==> src/rtl/shift_sub_divider.sv <==
// Restoring shift-subtract divider for unsigned N-bit operands. One quotient
// bit is produced per cycle. A start is accepted only in IDLE. The accepting
// edge is counted as edge 0, and done is high after edge N+1.
//
// state | meaning
// IDLE  | waiting for start; operands are captured when start is accepted
// RUN   | one restoring step per cycle while cnt != 0; cnt == 0 is the
//       | finishing pass that loads the result registers
// DONE  | done pulse for one cycle, then back to IDLE
module shift_sub_divider #(
  parameter int N = 8
) (
  input  logic         clk,
  input  logic         reset,
  input  logic         start,
  input  logic [N-1:0] dividend,
  input  logic [N-1:0] divisor,
  output logic [N-1:0] quotient,
  output logic [N-1:0] remainder,
  output logic         busy,
  output logic         done,
  output logic         dbz
);

  localparam int CW = $clog2(N + 1);

  typedef enum logic [1:0] {IDLE, RUN, DONE} state_t;

  state_t        state, state_nx;
  logic [N:0]    rem;
  logic [N-1:0]  dvd;
  logic [N-1:0]  dvs;
  logic [CW-1:0] cnt;
  logic          dbz_pend;
  logic [N:0]    rem_sh;
  logic [N:0]    trial;

  // State register.
  always_ff @(posedge clk) begin
    if (reset) state <= IDLE;
    else       state <= state_nx;
  end

  // Next-state logic and status outputs.
  always_comb begin
    state_nx = state;
    busy     = 1'b0;
    done     = 1'b0;
    case (state)
      IDLE: if (start) state_nx = RUN;
      RUN: begin
        busy = 1'b1;
        if (cnt == '0) state_nx = DONE;
      end
      DONE: begin
        busy     = 1'b1;
        done     = 1'b1;
        state_nx = IDLE;
      end
      default: state_nx = IDLE;
    endcase
  end

  // Trial subtraction. The partial remainder is always below the divisor,
  // so bit N of the difference is a reliable sign bit.
  always_comb begin
    rem_sh = (rem << 1) | {{N{1'b0}}, dvd[N-1]};
    trial  = rem_sh - {1'b0, dvs};
  end

  // Datapath and result registers. A zero divisor loads cnt with 0, so no
  // shift-subtract steps run. The finishing pass then reports the
  // divide-by-zero result, and done rises after edge 1.
  always_ff @(posedge clk) begin
    if (reset) begin
      rem       <= '0;
      dvd       <= '0;
      dvs       <= '0;
      cnt       <= '0;
      dbz_pend  <= 1'b0;
      quotient  <= '0;
      remainder <= '0;
      dbz       <= 1'b0;
    end else begin
      case (state)
        IDLE: begin
          if (start) begin
            dvd      <= dividend;
            dvs      <= divisor;
            rem      <= '0;
            cnt      <= (divisor == '0) ? '0 : CW'(N);
            dbz_pend <= (divisor == '0);
          end
        end
        RUN: begin
          if (cnt != '0) begin
            if (!trial[N]) begin
              rem <= trial;
              dvd <= {dvd[N-2:0], 1'b1};
            end else begin
              rem <= rem_sh;
              dvd <= {dvd[N-2:0], 1'b0};
            end
            cnt <= cnt - 1'b1;
          end else if (dbz_pend) begin
            quotient  <= '1;
            remainder <= dvd;
            dbz       <= 1'b1;
          end else begin
            quotient  <= dvd;
            remainder <= rem[N-1:0];
            dbz       <= 1'b0;
          end
        end
        default: ;
      endcase
    end
  end

endmodule

==> config.mk <==
export PLATFORM = sky130hd
export DESIGN_NAME = shift_sub_divider
export DESIGN_NICKNAME = d
export VERILOG_FILES = /design/src/rtl/shift_sub_divider.sv
export SDC_FILE = /design/constraint.sdc
export NUM_CORES = 1
export LEC_CHECK = 0
export ABC_AREA = 0
export CELL_PAD_IN_SITES_DETAIL_PLACEMENT = 0
export CELL_PAD_IN_SITES_GLOBAL_PLACEMENT = 1
export CORE_MARGIN = 3
export CORE_UTILIZATION = 40
export CTS_CLUSTER_DIAMETER = 120
export DETAILED_ROUTE_END_ITERATION = 7
export PLACE_DENSITY_LB_ADDON = 0.1
export SLEW_MARGIN = 5
export SYNTH_ARGS = -nofsm -noshare
export SYNTH_HDL_FRONTEND = slang
export SYNTH_SLANG_ARGS = --single-unit
==> constraint.sdc <==
create_clock -name clk -period 3.4 [get_ports clk]
set_input_delay 0.85 -clock clk [delete_from_list [all_inputs] [get_ports clk]]
set_output_delay 0.85 -clock clk [all_outputs]
set_load 0.01 [all_outputs]
==> flow_summary.yaml <==
timing:
  period_needed_ns: 2.85
  tightest_slew_ns: 0.845
  fin_crit_sh: 0.837
  finalSetupViolCount: 0
  tns_ns: 0
  clock_skew_ns: 0.00533
  slew_headroom: 0.436
  slew_viol_final: 0
  hold_viol_final: 0
  fmax_mhz: 351
  rsz0062_at_grt: "no"
layout:
  final_common_cell: "dfxtp_1"
  drive_above_1_share: 0.0736
  post-route-util: 0.505
  final_cell_mix: "dfxtp_1, nor2_1, clkdlybuf4s50_1"
  fillers: 622
  diodes: 0
  area_growth_pct: 20.1
  layout.nets: 359
yosys:
  ys_ff_latch: 48
  synth_ff_type: "dfxtp_1"
  syn_nets: 330
  async_reset_ff_frac: 0
  yosysWarningCount: 0
  synth_area_um2: 2530
  synth_cells: 296
  yosysSeqAreaShare: 0.380
  synth_cell_types: 49
  synth_edf_count: 0
  avgSynthCellArea_um2: 8.55
global_route:
  grt_usage: 0.154
  grt.overflow.total: 0
  grt_pass1_wl_mm: 8.98
  antenna_found_initial: 0
  grt_max_degree: 42
  grt_pass1_vias: 1815
clock_tree:
  clk_latency_ns: 0.30
  cts_buffer_depth: 2
  path_clk_slew_ns: 0.09
  post_cts_buffers: 0
  htree_levels: 2
  cts_root_buf: "clkbuf_8"
  cts_tree: "yes"
  cts-resized-gates: 0
  cts-hold-fix-buffers: 0
  cts_made_buffers: 5
  clock-sinks: 48
critical_path:
  start_kind: "flop"
  critical-path-max-stage-delay_ns: 0.65
  path_buf_inv: 1
  cp_cell_sequence: "inv_1 -> ha_1 -> fa_1 -> nand2b_1 -> a211oi_2 -> mux2i_1 -> or4_4 -> or3b_1 -> o211ai_2"
  crit_slowest_cell: "or4_4"
  crit_required_ns: 3.63
  cpLargestDelayFamily: "simple AND/OR/NAND/NOR gates"
  path_max_fanout: 12
  end_kind: "flop"
  cp.arrival_ns: 3.08
  crit_type: "reg -> reg"
floorplan:
  die_x_um: 85.6
  core_area_um2: 6030
  die_area_um2: 7320
  initial_core_util: 0.420
  io_pins: 38
  die_h_um: 85.6
  num_rows: 28
routing:
  drt_iter0_markers: 99
  wire_per_inst_um: 13.6
  vias: 2055
  drc: 0
  drt-pass1-iter-count: 4
  vias_per_cell: 5.12
  ant_nets: 0
  wl_mm: 5.46
power_and_ir_drop:
  p_leak_uw: 0.00110
  power.density_nw_per_um2: 862
  ir_worst_vdd_v: 0.000516
hold_path:
  hp-class: "reg -> reg"
status:
  outcome: "finished clean"
placed_design:
  portBuffers: 37
  dp.final_hpwl_mm: 4.04
  gp_congestion: 0.787
flow_run:
  drv_cap: 0
-- metrics by stage --
step           area [µm²]  hold slack [ns]  power, µW  cells  setup slack (ns)
3_5_place_dp         2930            0.452       2230    393             0.580
2_1_floorplan        2530            0.436       1840    296             0.857
6_report             3040            0.459       2620    401             0.554
4_1_cts              3040            0.465       2650    401             0.547
5_1_grt              3040            0.478       2860    401             0.437
3_3_place_gp         2930            0.445       2230    393             0.643
-- Yosys cell counts (all sizes together), types with 2 or more instances --
cell,count,share of area
or3,3,0.0079
a21oi,19,0.038
xnor2,2,0.0069
inv,14,0.021
o21ai,7,0.015
or4,3,0.010
nor2,46,0.068
a211oi,25,0.076
xor2,3,0.010
or2b,2,0.0064
nand2b,4,0.011
nor3b,2,0.0059
clkbuf,12,0.018
dfxtp,48,0.38
ha,14,0.069
mux2i,23,0.091
nor2b,2,0.0049
o311ai,2,0.0069
buf,5,0.012
nand2,34,0.050
nor3,6,0.012
and2b,2,0.0069
-- report_power, final --
group	leakage [µW]	switching [µW]	internal [µW]
logic	0.000650	714	639
registers	0.000393	127	729
clock network	0.0000541	196	218
total	0.00110	1040	1590
-- sequential cells by signal, indices dropped and copies added (netlist names) --
register and count:
dvs 8, quotient 8, dbz_pend 1, rem 8, state 2, dbz 1, cnt 4, dvd 8
remainder 8
-- worst min-delay path, stage by stage, from the launching register on --
cell and delay [ns]:
dfxtp_1 0.32, nand2_1 0.05, a21oi_1 0.05
-- layout make-up --
type	count	area, µm²	share of cell area
Multi-Input combinational cell	216	1430	0.470
Tap cell	75	93.8	0.0309
Sequential cell	48	961	0.316
Clock inverter	3	42.5	0.0140
Timing Repair Buffer	40	393	0.129
Clock buffer	5	68.8	0.0226
Inverter	14	52.6	0.0173
-- logic make-up (layout without fill, tap and decap cells) --
group	after synthesis	count (layout)	share of synthesized area
muxes	23	23	0.0910
adders and majority gates	15	15	0.0771
AOI/OAI and AO/OA	61	61	0.164
buffers and inverters	32	62	0.0638
DFF	48	48	0.380
and+or+nand+nor	112	112	0.207
xor gates and xnor gates	5	5	0.0173
-- final timing paths --
check	start	end	slack [ns]	depth (start not counted)
max reg2reg	dvd[7]$_SDFFE_PP0P_	rem[7]$_SDFFE_PP0P_	0.55	9
min	dvs[3]$_SDFFE_PP0P_	dvs[3]$_SDFFE_PP0P_	0.46	2
max	dvd[7]$_SDFFE_PP0P_	rem[7]$_SDFFE_PP0P_	0.55	9
min reg2reg	dvs[3]$_SDFFE_PP0P_	dvs[3]$_SDFFE_PP0P_	0.46	2
-- metal layers --
metal,vias to the layer above,GRT usage,routed length (µm)
met4,0,0.0460,59
met5,-,0,0
met2,31,0.226,2410
met1,934,0.229,2840
met3,6,0.0288,159
li1,1084,-,-
No activity file was read; power rests on OpenSTA's default activity.
